==> src/rtl/chaos_display_ctrl.sv <==
// chaos_display_ctrl: startup enables, VGA pixel register and
// blanking-synchronous key select with timed core reset pulse.
// Optional feature: define AUTO_CYCLE_EN for idle-frame auto-advance.
module chaos_display_ctrl #(
  parameter int NUM_KEYS        = 10,
  parameter int SEL_W           = 4,
  parameter int TICK_DIV        = 1048576,
  parameter int DISP_DELAY      = 6,
  parameter int CALC_DELAY      = 15,
  parameter int DEBOUNCE_FRAMES = 2,
  parameter int RST_PULSE       = 8,
  parameter int AUTO_FRAMES     = 600
) (
  input  logic                CLK,
  input  logic                RST,
  input  logic                vnotactive,
  input  logic [NUM_KEYS-1:0] key_n,
  input  logic [2:0]          pix_in,
  output logic                red,
  output logic                green,
  output logic                blue,
  output logic [SEL_W-1:0]    sample_num,
  output logic                sel_valid,
  output logic                core_rst_n,
  output logic                disp_en,
  output logic                calc_en
);

  localparam int TW = (TICK_DIV > 1) ? $clog2(TICK_DIV) : 1;
  localparam int SW = $clog2(CALC_DELAY + 1);
  localparam int DW = $clog2(DEBOUNCE_FRAMES + 1);
  localparam int PW = (RST_PULSE > 0) ? $clog2(RST_PULSE + 1) : 1;

  if ((2 ** SEL_W) < NUM_KEYS || CALC_DELAY <= DISP_DELAY ||
      DEBOUNCE_FRAMES < 1 || AUTO_FRAMES < 1) begin : g_bad_cfg
    $error("chaos_display_ctrl: illegal parameter set");
  end

  typedef enum logic [1:0] {
    WAIT_BLANK,
    SCAN,
    HOLD
  } state_t;

  state_t           state_q, state_d;
  logic [TW-1:0]    tick_q, tick_d;
  logic [SW-1:0]    start_q, start_d;
  logic             disp_en_q, disp_en_d;
  logic             calc_en_q, calc_en_d;
  logic [2:0]       rgb_q, rgb_d;
  logic [DW-1:0]    deb_q, deb_d, deb_inc;
  logic [SEL_W-1:0] last_q, last_d;
  logic [SEL_W-1:0] sample_q, sample_d;
  logic             lock_q, lock_d;
  logic             sel_valid_q, sel_valid_d;
  logic [PW-1:0]    pulse_q, pulse_d;
  logic             core_rst_n_q, core_rst_n_d;
  logic             tick;
  logic             scan;
  logic             commit;
  logic             any_key;
  logic [SEL_W-1:0] cand;

`ifdef AUTO_CYCLE_EN
  localparam int IW = $clog2(AUTO_FRAMES + 1);
  logic [IW-1:0]    idle_q, idle_d;
`endif

  // Startup tick prescaler, saturating tick count and sticky enables
  always_comb begin
    tick    = (tick_q == TW'(TICK_DIV - 1));
    tick_d  = tick ? '0 : tick_q + 1'b1;
    start_d = start_q;
    if (tick && start_q != SW'(CALC_DELAY)) begin
      start_d = start_q + 1'b1;
    end
    disp_en_d = disp_en_q | (start_d >= SW'(DISP_DELAY));
    calc_en_d = calc_en_q | (start_d == SW'(CALC_DELAY));
    rgb_d     = disp_en_q ? pix_in : rgb_q;
  end

  // Lowest-index pressed key wins
  always_comb begin
    any_key = ~&key_n;
    cand    = '0;
    for (int i = NUM_KEYS - 1; i >= 0; i--) begin
      if (!key_n[i]) begin
        cand = SEL_W'(i);
      end
    end
  end

  // Key FSM state register
  always_ff @(posedge CLK or negedge RST) begin
    if (!RST) begin
      state_q <= WAIT_BLANK;
    end else begin
      state_q <= state_d;
    end
  end

  // Key FSM next state: one SCAN cycle per blanking interval
  always_comb begin
    state_d = state_q;
    unique case (state_q)
      WAIT_BLANK: if (vnotactive) state_d = SCAN;
      SCAN:       state_d = HOLD;
      HOLD:       if (!vnotactive) state_d = WAIT_BLANK;
      default:    state_d = WAIT_BLANK;
    endcase
  end

  // Key FSM outputs: debounce, lock, commit and reset pulse
  always_comb begin
    scan     = (state_q == SCAN);
    deb_d    = deb_q;
    last_d   = last_q;
    lock_d   = lock_q;
    sample_d = sample_q;
    commit   = 1'b0;
    deb_inc  = (deb_q == DW'(DEBOUNCE_FRAMES)) ? deb_q : deb_q + 1'b1;
    if (scan) begin
      if (!any_key) begin
        deb_d  = '0;
        lock_d = 1'b0;
      end else if (!lock_q) begin
        if (cand == last_q) begin
          deb_d = deb_inc;
        end else begin
          deb_d  = DW'(1);
          last_d = cand;
        end
        if (deb_d >= DW'(DEBOUNCE_FRAMES)) begin
          commit   = 1'b1;
          sample_d = cand;
          lock_d   = 1'b1;
          deb_d    = '0;
        end
      end
    end
`ifdef AUTO_CYCLE_EN
    idle_d = idle_q;
    if (scan) begin
      if (any_key) begin
        idle_d = '0;
      end else if (calc_en_q) begin
        idle_d = idle_q + 1'b1;
        if (idle_d == IW'(AUTO_FRAMES)) begin
          commit   = 1'b1;
          sample_d = (sample_q == SEL_W'(NUM_KEYS - 1)) ?
                     '0 : sample_q + 1'b1;
          idle_d   = '0;
        end
      end
    end
`endif
    sel_valid_d = commit;
    if (commit) begin
      pulse_d = PW'(RST_PULSE);
    end else if (pulse_q != '0) begin
      pulse_d = pulse_q - 1'b1;
    end else begin
      pulse_d = pulse_q;
    end
    core_rst_n_d = (pulse_d == '0);
  end

  // Datapath registers; reset pulse starts armed
  always_ff @(posedge CLK or negedge RST) begin
    if (!RST) begin
      tick_q       <= '0;
      start_q      <= '0;
      disp_en_q    <= 1'b0;
      calc_en_q    <= 1'b0;
      rgb_q        <= 3'b111;
      deb_q        <= '0;
      last_q       <= '0;
      sample_q     <= '0;
      lock_q       <= 1'b0;
      sel_valid_q  <= 1'b0;
      pulse_q      <= PW'(RST_PULSE);
      core_rst_n_q <= 1'b0;
`ifdef AUTO_CYCLE_EN
      idle_q       <= '0;
`endif
    end else begin
      tick_q       <= tick_d;
      start_q      <= start_d;
      disp_en_q    <= disp_en_d;
      calc_en_q    <= calc_en_d;
      rgb_q        <= rgb_d;
      deb_q        <= deb_d;
      last_q       <= last_d;
      sample_q     <= sample_d;
      lock_q       <= lock_d;
      sel_valid_q  <= sel_valid_d;
      pulse_q      <= pulse_d;
      core_rst_n_q <= core_rst_n_d;
`ifdef AUTO_CYCLE_EN
      idle_q       <= idle_d;
`endif
    end
  end

  assign red        = rgb_q[2];
  assign green      = rgb_q[1];
  assign blue       = rgb_q[0];
  assign sample_num = sample_q;
  assign sel_valid  = sel_valid_q;
  assign core_rst_n = core_rst_n_q;
  assign disp_en    = disp_en_q;
  assign calc_en    = calc_en_q;

endmodule

==> config.mk <==
export PLATFORM = sky130hd
export DESIGN_NAME = chaos_display_ctrl
export DESIGN_NICKNAME = d
export VERILOG_FILES = /design/src/rtl/chaos_display_ctrl.sv
export SDC_FILE = /design/constraint.sdc
export NUM_CORES = 1
export LEC_CHECK = 0
export CORE_AREA = 4 4 110 86
export DETAILED_ROUTE_END_ITERATION = 16
export DIE_AREA = 0 0 114 90
export PLACE_DENSITY = 0.53
export SYNTH_ARGS = -nofsm -noshare
export SYNTH_HDL_FRONTEND = slang
export SYNTH_SLANG_ARGS = --single-unit
==> constraint.sdc <==
create_clock -name CLK -period 2.6 [get_ports CLK]
set_clock_uncertainty 0.2 [all_clocks]
set_input_delay 0.39 -clock CLK [delete_from_list [all_inputs] [get_ports CLK]]
set_output_delay 0.39 -clock CLK [all_outputs]
set_load 0.05 [all_outputs]
# --- Word level (Yosys, flattened, before mapping) ---
# Index checks and enable logic that the tools add are counted.
totals:
  romBits: 0
  register_bits: 48
  output_inout_bits: 11
  ram_bits: 0
  latchBits: 0
  wordCells: 74
  mem_count: 0
classes:
  div: 0
  n_reduce_logical: 9
  eq_ne: 10
  n_lt_le_gt_ge: 2
  add_sub_neg: 4
  mul: 0
  n_mux: 31
  bitwise_logic: 5
  n_shift: 0
ops:
  columns: ["cell", "count"]
  rows:
  - ["4-bit 2-to-1 mux", 13]
  - ["20-bit by 1-bit adder with 20-bit output (second input constant)", 1]
  - ["20-bit equality test (second input constant)", 1]
  - ["2-bit 2-to-1 mux", 10]
  - ["20-bit 2-to-1 mux", 1]
  - ["10-bit AND reduction", 1]
  - ["4-bit AND reduction", 2]
  - ["1-bit 2-to-1 mux", 6]
  - ["2-bit one-hot mux with 3 select lines", 1]
  - ["4-bit by 1-bit adder with 4-bit output (second input constant)", 1]
  - ["2-bit equality test (second input constant)", 2]
  - ["4-bit equality test", 1]
  - ["4-bit equality test (second input constant)", 1]
  - ["4-bit by 3-bit greater-or-equal comparator with 1-bit output (second input constant)", 1]
  - ["4-bit zero test", 1]
  - ["2-bit inequality test (second input constant)", 2]
  - ["4-bit inequality test (second input constant)", 1]
  - ["2-bit AND reduction", 2]
  - ["4-bit nonzero test", 1]
  - ["4-bit by 1-bit subtractor with 4-bit output (second input constant)", 1]
  - ["1-bit NOT", 3]
  - ["2-bit by 1-bit adder with 2-bit output (second input constant)", 1]
  - ["2-bit by 1-bit equality test with 1-bit output (second input constant)", 1]
  - ["2-bit greater-or-equal comparator (second input constant)", 1]
  - ["4 further kinds", 5]

# --- Depth between registers and ports, before layout ---
# Gate-level depths: netlist (run 1).
depth:
  word_depth: 22
  depth_mapped: 6

# --- Worst setup path after synthesis (run 1) ---
# Ideal clock, no wire load.
synth_timing:
  path_kind: "register to register"
  from: "register tick_q[0]"
  to: "register disp_en_q, in the netlist disp_en"
  path_buffers: 0
  path_stages_with_launch: 7
  slack_ns: 0.536
  t_arrival_ns: 1.729
  period_less_slack_ns: 2.064
  cell_sequence: "dfrtp_1 > ha_1 > nand3_1 > or4_4 > nor3_4 > mux2i_1 > nand3b_1"
synth_via:
  elab_chain_len: 5
synth_lines:
  columns: ["element", "line", "text"]
  rows:
  - ["start, declared", "46", "logic [TW-1:0] tick_q, tick_d;"]
  - ["start signal, assigned", "187", "tick_q <= tick_d;"]
  - ["20-bit equality test", "71", "tick = (tick_q == TW'(TICK_DIV - 1));"]
  - ["1-bit logical AND", "74", "if (tick && start_q != SW'(CALC_DELAY)) begin"]
  - ["4-bit 2-to-1 mux", "74", null]
  - ["4-bit by 3-bit greater-or-equal comparator with 1-bit output", "77", "disp_en_d = disp_en_q | (start_d >= SW'(DISP_DELAY));"]
  - ["1-bit bitwise OR", "77", null]
  - ["via disp_en_d", "48", "logic disp_en_q, disp_en_d;"]
  - ["end signal, assigned", "189", "disp_en_q <= disp_en_d;"]
  - ["end, declared", "48", null]
# The timed path passes the listed nets, and every way through them passes these cells.
# A chain may end at the register's enable or synchronous reset.

# --- Final worst setup path (run 1) ---
layout_timing:
  from: "input key_n[0]"
  to: "register last_q[2]"
layout_via:
  elab_chain_len: 4
layout_lines:
  columns: ["element", "line", "text"]
  rows:
  - ["start, declared", "17", "input logic [NUM_KEYS-1:0] key_n,"]
  - ["4-bit 2-to-1 mux", "87", "if (!key_n[i]) begin"]
  - ["4-bit equality test", "127", "if (cand == last_q) begin"]
  - ["1-bit NOT (no source line)", null, null]
  - ["4-bit AND reduction (no source line)", null, null]
  - ["end signal, assigned", "193", "last_q <= last_d;"]
  - ["end, declared", "52", "logic [SEL_W-1:0] last_q, last_d;"]
# Parallel ways exist; a longest one is shown, timed or not.

==> results of run 1 <==
==> registers in the layout (all words and copies together) (netlist names) <==
register	cells
tick_q	20
last_q	4
pulse_q	4
sample_num	4
start_q	4
rgb_q	3
deb_q	2
state_q	2
calc_en	1
core_rst_n	1
disp_en	1
lock_q	1
sel_valid	1
==> critical path: cells and delay by family <==
kind,cells,cell delay [ps]
buffers and inverters,1,600
AOI/OAI and AO/OA,3,580
and+or+nand+nor,1,510
muxes,1,370
==> cell usage in the layout (no fill, tap or decap), types with 7 or more instances in the layout <==
master           Yosys  layout
xnor2_1             14      14
dfrtp_1             44      44
nand4_1              8       8
nor2_1              17      17
nand3_1             11      11
inv_1               14      14
nand2_1             15      15
clkdlybuf4s50_1      0      25
buf_4                0       7
mux2_2              12      12
==> cells in the mapped netlist, types with 2 or more instances <==
| cell type | count | area (um2) |
|---|---|---|
| a211o_1 | 2 | 17.5 |
| a21oi_1 | 5 | 25.0 |
| a31oi_1 | 2 | 12.5 |
| and2_1 | 3 | 18.8 |
| and3_1 | 3 | 18.8 |
| and3b_1 | 2 | 17.5 |
| dfrtp_1 | 44 | 1100 |
| dfstp_2 | 4 | 105 |
| ha_1 | 4 | 50.1 |
| inv_1 | 14 | 52.6 |
| mux2_2 | 12 | 135 |
| nand2_1 | 15 | 56.3 |
| nand2b_1 | 4 | 25.0 |
| nand3_1 | 11 | 55.1 |
| nand3b_1 | 4 | 30.0 |
| nand4_1 | 8 | 50.1 |
| nand4_2 | 2 | 25.0 |
| nor2_1 | 17 | 63.8 |
| nor2_2 | 2 | 12.5 |
| nor2b_1 | 5 | 31.3 |
| nor3_1 | 3 | 15.0 |
| nor3b_1 | 2 | 15.0 |
| nor4_1 | 3 | 18.8 |
| o211ai_1 | 2 | 15.0 |
| o21ai_0 | 5 | 25.0 |
| o31ai_1 | 2 | 15.0 |
| or3_1 | 5 | 31.3 |
| xnor2_1 | 14 | 123 |
| xor2_1 | 4 | 35.0 |
==> power by group through the flow <==
stage | sequential [uW] | clock [uW] | combinational, uW
final | 944 | 647 | 498
after global routing | 957 | 700 | 566
after CTS | 942 | 674 | 505
after detailed placement | 955 | 0 | 503
after global placement | 955 | 0 | 492
after floorplan | 998 | 0 | 295
==> layout make-up <==
class / count / share of cell area
sequential: 48 / 0.395
multi-input combinational: 167 / 0.394
timing repair buffer: 33 / 0.101
clock buffer: 6 / 0.0455
tap: 108 / 0.0442
inverter: 14 / 0.0172
clock inverter: 2 / 0.00328
==> worst paths after layout <==
kind	start	to	slack [ps]	depth (start not counted)
setup / recovery	key_n[0]	last_q[2]$_DFFE_PN0P_	120	6
hold / removal	RST	tick_q[18]$_DFF_PN0_	2	2
setup reg to reg	tick_q[0]$_DFF_PN0_	disp_en$_DFF_PN0_	310	6
hold reg to reg	state_q[0]$_DFFE_PN0P_	state_q[0]$_DFFE_PN0P_	250	1
max in group asynchronous	RST	last_q[0]$_DFFE_PN0P_	1800	2
min in group CLK	state_q[0]$_DFFE_PN0P_	state_q[0]$_DFFE_PN0P_	250	1
==> cell families (layout without fill, tap and decap cells) <==
kind of cell | Yosys count | after routing
and+or+nand+nor | 101 | 101
DFF | 48 | 48
AOI/OAI and AO/OA | 31 | 31
xor gates and xnor gates | 18 | 18
buffers and inverters | 16 | 55
muxes | 13 | 13
adders and majority gates | 4 | 4
==> metal layers <==
| metal | vias up | share of wire | GRT usage |
|---|---|---|---|
| met5 | - | 0 | 0 |
| li1 | 905 | - | - |
| met1 | 862 | 0.53 | 0.133 |
| met3 | 7 | 0.047 | 0.0302 |
| met2 | 25 | 0.41 | 0.150 |
| met4 | 0 | 0.0084 | 0.0237 |
==> through the flow <==
step	TNS, ps	worst slack, ps	std cells	cell area, um2
finish	0	116	378	3050
global route	0	8.74	378	3050
CTS	0	122	378	3050
detailed placement	-892	-172	370	2910
global placement	-705	-136	370	2910
floorplan	0	536	231	2470
==> key figures, run 1 <==
Run status
  • Status: finished, final reports clean

Timing
  • Slew @ Worst Pin: 603 ps
  • Final Hold Slack: 2.07 ps
  • Max Slew Vio Count: 0
  • RSZ-0062 raised after global routing: false
  • Fin crit period: 2480 ps
  • Max Fclk: 403 MHz
  • Final count of negative-setup-slack endpoints: 0
  • Final Hold Fails: 0
  • Part of the cycle the worst path needs: 0.956
  • Slew HR: 0.595

Routing
  • Drt total wl: 4780 um
  • DRT Pass-1 Iters: 4
  • First DRT Iteration DRCs: 88
  • WL/cell: 12.6 um
  • Vias/cell: 4.76
  • Final antenna-violating net count: 0
  • DRC violations left: 0
  • Vias after detailed routing: 1799

Finish
  • Area growth, synth to finish: 23.6%
  • Final #Nets: 289
  • Fraction of layout cells with a size suffix above 1: 0.170
  • Fill cells: 859
  • Footprint of the multi-input gates: 0.00120 mm2
  • Core Util, Final: 0.366
  • Flip-flop and latch area: 0.00121 mm2
  • ANT cells: 0

Synthesis
  • Post-synth EDFFs: 0
  • Synth Area in Adders: 0.0203
  • Post-synthesis compound-gate area fraction: 0.0957
  • Sequential area share after synthesis: 0.488
  • Syn Area/Cell: 10.7 um2
  • Post-synthesis xor/xnor area fraction: 0.0638
  • Syn. warnings: 0
  • Largest family of logic cells by synthesized area: simple AND/OR/NAND/NOR gates
  • Async S/R FF share, synth: 1.00
  • Synth Instances: 231
  • Main synth FF type: dfrtp_1
  • Post-Syn Area: 0.00247 mm2
  • Syn_nets: 251
  • Seq cells post-synth: 48
  • Post-Synth Simple-Gate Area: 0.249
  • Cell variety after synth: 57
  • Mux contribution to synthesized area: 0.0587

Setup path
  • Slowest stage cell, crit path: clkdlybuf4s50_1
  • Crit-path cells: clkdlybuf4s50_1 -> or4bb_1 -> o2111ai_1 -> a211oi_1 -> a31oi_1 -> mux2_2
  • Capturing element type of the critical path: flop
  • Kind of critical path: input port to flop
  • Critical Path Fanout Max: 8
  • Critical Path Max Stage Delay: 600 ps
  • Worst Path Required: 2570 ps
  • Crit path DAT: 2450 ps
  • Critical Path Source Type: input port

Power and ir drop
  • Sw Share: 0.298
  • Switching power: 622 uW
  • P_int: 1470 uW
  • Logic pwr share: 0.238
  • Worst ir drop on vdd: 0.000278 V
  • Leak Pwr: 0.00133 uW
  • Share of power burned in registers: 0.452
  • Total power: 2090 uW
  • Clk pwr share: 0.310
  • Pwr dens: 684 mW/mm2

Clocking
  • Clock Tree Root: clkbuf_16
  • H-tree lvl count: 2
  • Inserted Clock Buffers: 5
  • Post-CTS Setup Repair Bufs: 0
  • TritonCTS clock tree: yes
  • Skew-Pair Late Insertion Delay: 280 ps
  • CTS Buffer Depth: 2
  • # resized after CTS: 0
  • Hold-fix buffers, CTS: 0
  • Clock sink count: 48
  • Clk pin slew, worst setup/hold paths: 60 ps

Floorplan
  • Die X: 114 um
  • Die area: 0.0103 mm2
  • Die Y: 90 um
  • I/O pins: 27
  • Row count: 29
  • Core region area: 0.00835 mm2
  • Starting Density: 0.296

Global route
  • Initial antenna violation count: 0
  • Gr ovfl total: 0
  • Vias in the first global route: 1811
  • First-pass GRT wire length: 8380 um
  • Total GRT Usage: 0.0975
  • Largest net degree at the start of global routing: 49

Placed design
  • # port buffers: 26
  • GP Congestion: 0.792
  • Post-DP HPWL: 3410 um

Worst hold path
  • Hold Path Class: input port to asynchronous set/reset pin

Run
  • Max-Cap Viols: 0
No activity file was read; power rests on OpenSTA's default activity.
==> run 2, diff against run 1 <==
- CORE_AREA: 4 4 110 86 -> 4 4 82 65
- DIE_AREA: 0 0 114 90 -> 0 0 86 69
- PLACE_DENSITY: 0.53 -> 0.84
==> run 2 against run 1 <==
- combinational power up 3%
- sequential power about the same
- clock power down 33%
- flip-flop and latch count unchanged
- utilization up 30 points
- maximum frequency up 0.30%
- non-clock buffer count up 4
- critical path depth unchanged
- routed wire length down 1.4%
- via count up 1.8%
- setup slack better by 7.4 ps
- count of clock-buffer cells in the layout down 1
- critical endpoint is now last_q[1]$_DFFE_PN0P_
- largest cell class unchanged
- largest power group unchanged
==> key figures, run 2 (same netlist as run 1, synthesis figures left out) <==
Power and ir drop
  • Pwr dens: 638 mW/mm2
  • Worst ir drop on vdd: 0.000398 V
  • Leak Pwr: 0.00132 uW

Clocking
  • TritonCTS clock tree: yes
  • CTS Buffer Depth: 2
  • Skew-Pair Late Insertion Delay: 300 ps
  • # resized after CTS: 0
  • Clock Tree Root: clkbuf_8
  • Inserted Clock Buffers: 5
  • Clk pin slew, worst setup/hold paths: 80 ps
  • Clock sink count: 48
  • H-tree lvl count: 2

Timing
  • Part of the cycle the worst path needs: 0.953
  • Fin crit period: 2480 ps
  • Fin Setup TNS: 0 ps
  • RSZ-0062 raised after global routing: false
  • Max Fclk: 404 MHz
  • Final count of negative-setup-slack endpoints: 0
  • Slew @ Worst Pin: 605 ps
  • Final setup margin: 123 ps
  • Slew HR: 0.594
  • Final Hold Fails: 0
  • Max Slew Vio Count: 0
  • Final Hold Slack: 251 ps

Setup path
  • R2R cell count: 6
  • Worst Path Required: 2580 ps
  • Critical Path Fanout Max: 7
  • Crit path DAT: 2460 ps
  • Crit path depth: 6
  • Critical Path Source Type: input port
  • Capturing element type of the critical path: flop
  • Crit path buf inv count: 1
  • Slowest stage cell, crit path: clkdlybuf4s50_1
  • Crit-path cells: clkdlybuf4s50_1 -> or4bb_1 -> o2111ai_1 -> a211oi_1 -> a31oi_1 -> mux2_2
  • Critical Path Max Stage Delay: 580 ps
  • Kind of critical path: input port to flop
  • Top delay family on crit path: compound AO/OA/AOI/OAI gates

Worst hold path
  • Hold Crit Depth: 1
  • Hold Path Class: flop to flop

Global route
  • Gr ovfl total: 0
  • Vias in the first global route: 1828
  • Initial antenna violation count: 0
  • Total GRT Usage: 0.169
  • First-pass GRT wire length: 8240 um
  • Largest net degree at the start of global routing: 20

Routing
  • Drt total wl: 4720 um
  • Final antenna-violating net count: 0
  • DRC violations left: 0
  • First DRT Iteration DRCs: 73
  • Vias/cell: 5.53
  • Vias after detailed routing: 1832
  • WL/cell: 14.2 um
  • DRT Pass-1 Iters: 4

Finish
  • ANT cells: 0
  • Core Util, Final: 0.667
  • Largest Register: tick_q
  • Area growth, synth to finish: 19.8%
  • Most frequent cells in the layout: dfrtp_1, clkdlybuf4s50_1, nor2_1, nand2_1
  • Most common cell after layout, fill and taps aside: dfrtp_1
  • Non-Filler Instances: 331
  • Final #Nets: 293
  • Fraction of layout cells with a size suffix above 1: 0.179
  • Largest register FFs: 20

Floorplan
  • Die area: 0.00593 mm2
  • Core region area: 0.00444 mm2
  • I/O pins: 27
  • Row count: 21
  • Die Y: 69 um
  • Starting Density: 0.556
  • Die X: 86 um

Placed design
  • GP Congestion: 0.799
  • # port buffers: 26
  • Placement Setup Slack: -134 ps
  • Post-DP HPWL: 3420 um
  • Placed insts: 322

Run status
  • Status: finished, final reports clean

Run
  • Max-Cap Viols: 0
## run 2: through the flow
step                      power [uW]  instance area [um2]
final                           1890                 2960
after global placement          1440                 2860
after CTS                       1910                 2960
after global routing            2020                 2960
after detailed placement        1460                 2860
after floorplan                 1290                 2470
## run 2: repair_timing
item | 4_1_cts | 5_1_grt
setup buffers | 0 | 0
hold buffers | 1 | 0
endpoints found under the hold margin | 15 | 0
## run 2: area by class of cell
class | count | area [um2]
Fill cell | 345 | 1480
Clock inverter | 3 | 18.8
Clock buffer | 5 | 68.8
Multi-Input combinational cell | 167 | 1200
Inverter | 14 | 52.6
Tap cell | 57 | 71.3
Timing Repair Buffer | 37 | 340
Sequential cell | 48 | 1210
## run 2: path summary, 6_finish.rpt
check,start,endpoint,slack (ps)
worst min register to register,state_q[1]$_DFFE_PN0P_,state_q[0]$_DFFE_PN0P_,250
min in group asynchronous,RST,tick_q[10]$_DFF_PN0_,360
worst max-delay path,key_n[0],last_q[1]$_DFFE_PN0P_,120
max in group asynchronous,RST,pulse_q[3]$_DFF_PN1_,1180
worst max register to register,tick_q[0]$_DFF_PN0_,calc_en$_DFF_PN0_,320
worst min-delay path,state_q[1]$_DFFE_PN0P_,state_q[0]$_DFFE_PN0P_,250
## run 2: per-layer routing
metal / global-route usage / vias to the layer above / part of all wire
met5: 0 / - / 0
met4: 0.0422 / 0 / 0.0019
met3: 0.0560 / 2 / 0.055
met2: 0.255 / 41 / 0.47
met1: 0.236 / 877 / 0.47
li1: - / 912 / -
## run 2: power breakdown
group / switching [uW] / internal, uW / leakage (uW) / total, uW
combinational: 271 / 240 / 0.000652 / 512
sequential: 94.1 / 850 / 0.000623 / 944
clock: 246 / 188 / 0.0000479 / 434
==> run 3, diff against run 2 <==
- GPL_TIMING_DRIVEN: not set -> 0
- SETUP_SLACK_MARGIN: not set -> 0.02
- TNS_END_PERCENT: not set -> 20
==> run 3 against run 2 <==
- combinational power barely moved
- utilization fell by 0.82 points
- count of clock-buffer cells in the layout rose by 1
- sequential share of layout area rose by 0.51 points
- cell area fell by 1.2%
- clock power rose by 6.0%
- register-to-register slack improved by 30 ps
- highest routed layer unchanged
==> key figures, run 3 (same netlist as run 1, synthesis figures left out) <==
Run status
  • Status: finished, final reports clean

Timing
  • Max Slew Vio Count: 0
  • Slew HR: 0.665
  • Max Fclk: 404 MHz
  • Fin crit period: 2470 ps
  • RSZ-0062 raised after global routing: false
  • Slew @ Worst Pin: 501 ps
  • Final Hold Fails: 0
  • Part of the cycle the worst path needs: 0.951
  • Final setup margin: 128 ps
  • Final count of negative-setup-slack endpoints: 0

Routing
  • Final antenna-violating net count: 0
  • DRT Pass-1 Iters: 4
  • Vias after detailed routing: 1856
  • Drt total wl: 4560 um
  • Vias/cell: 5.73
  • WL/cell: 14.1 um
  • DRC violations left: 0
  • First DRT Iteration DRCs: 86

Setup path
  • Kind of critical path: input port to flop
  • Critical Path Fanout Max: 8
  • R2R cell count: 6
  • Critical R2R Capture: disp_en$_DFF_PN0_
  • Capturing element type of the critical path: flop
  • Critical Path Source Type: input port
  • Worst r2r src: tick_q[0]$_DFF_PN0_
  • R2R Setup Slk: 350 ps
  • Crit path DAT: 2470 ps
  • Worst Path Required: 2590 ps

Power and ir drop
  • Leak Pwr: 0.00129 uW
  • Worst ir drop on vdd: 0.000416 V
  • Pwr dens: 652 mW/mm2

Finish
  • Final #Nets: 286
  • Non-Filler Instances: 324
  • Fill cells: 337
  • Area growth, synth to finish: 18.4%
  • Fraction of layout cells with a size suffix above 1: 0.157
  • ANT cells: 0
  • Most frequent cells in the layout: dfrtp_1, clkdlybuf4s50_1, nor2_1, nand2_1
  • Cell area after layout: 0.00293 mm2
  • Most common cell after layout, fill and taps aside: dfrtp_1
  • Largest register FFs: 20
  • Largest Register: tick_q

Global route
  • Initial antenna violation count: 0
  • Total GRT Usage: 0.166
  • Gr ovfl total: 0
  • Largest net degree at the start of global routing: 32
  • First-pass GRT wire length: 8110 um
  • Vias in the first global route: 1767

Clocking
  • Clock Tree Root: clkbuf_8
  • Skew-Pair Late Insertion Delay: 310 ps
  • H-tree lvl count: 2
  • TritonCTS clock tree: yes
  • Post-CTS Setup Repair Bufs: 0
  • Inserted Clock Buffers: 5
  • Clk pin slew, worst setup/hold paths: 80 ps
  • Clock sink count: 48
  • CTS Buffer Depth: 2

Worst hold path
  • Hold Startpoint: state_q[1]$_DFFE_PN0P_
  • Hold Path Class: flop to flop
  • Worst hold endpoint: state_q[0]$_DFFE_PN0P_
  • Hold Crit Depth: 1

Placed design
  • GP Congestion: 0.763
  • Post-DP HPWL: 3340 um
  • Dpl cell area: 0.00282 mm2
  • # port buffers: 26
  • Placement Setup Slack: -204 ps
  • Placed insts: 315

Floorplan
  • Die X: 86 um
  • I/O pins: 27
  • Starting Density: 0.556
  • Core region area: 0.00444 mm2
  • Die Y: 69 um
  • Die area: 0.00593 mm2
  • Row count: 21

Run
  • Max-Cap Viols: 0
==> run 3: cell count changes in the layout (fill, tap and decap cells not counted), sizes merged <==
cell and change:
buf -8, clkinv -1, clkbuf +2
==> run 3: final cells by class <==
cell class,instances,area [um2],share of cell area
buffer,2,8.76,0.00299
multi-input combinational,167,1210,0.413
inverter,14,52.6,0.0180
clock inverter,2,10.0,0.00342
tap,57,71.3,0.0244
clock buffer,6,82.6,0.0282
sequential,48,1210,0.412
timing repair buffer,28,285,0.0975
==> run 3: repair_timing <==
item,in CTS,in global routing
resized for setup,0,1
setup endpoints to repair,0,6
endpoints found under the hold margin,14,0
hold buffers,1,0
==> run 3: how the worst max path moves through the flow <==
stage	start	end	slack (ps)
floorplan	tick_q[0]$_DFF_PN0_	disp_en$_DFF_PN0_	540
global placement	RST	core_rst_n$_DFF_PN0_	-340
detailed placement	key_n[0]	last_q[1]$_DFFE_PN0P_	-200
CTS	key_n[0]	last_q[1]$_DFFE_PN0P_	110
global route	key_n[0]	last_q[1]$_DFFE_PN0P_	30
finish	key_n[0]	last_q[1]$_DFFE_PN0P_	130
==> run 3: where the power goes <==
part	internal (uW)	switching (uW)	total (uW)
Combinational	240	270	510
Clock	213	247	460
Sequential	850	88.4	938
Total	1300	606	1910
==> run 3: layer usage <==
metal,up-vias,track usage,part of all wire
met4,0,0.0334,0.012
met2,35,0.246,0.46
li1,907,-,-
met1,909,0.243,0.49
met5,-,0,0
met3,5,0.0488,0.041
==> run 3: through the flow <==
step / util / power, uW / hold slack [ps] / setup TNS, ps
after global routing: 0.659 / 2030 / 291 / 0
after detailed placement: 0.635 / 1460 / 151 / -1560
final: 0.659 / 1910 / 245 / 0
after CTS: 0.658 / 1920 / 253 / 0
after global placement: 0.631 / 1420 / 233 / -15730
after floorplan: - / 1290 / -106 / 0
==> run 3: worst max-delay path: stages <==
cell	delay [ps]
clkdlybuf4s50_1	620
or4bb_1	520
o2111ai_1	130
a211oi_2	100
a31oi_1	330
mux2_2	370
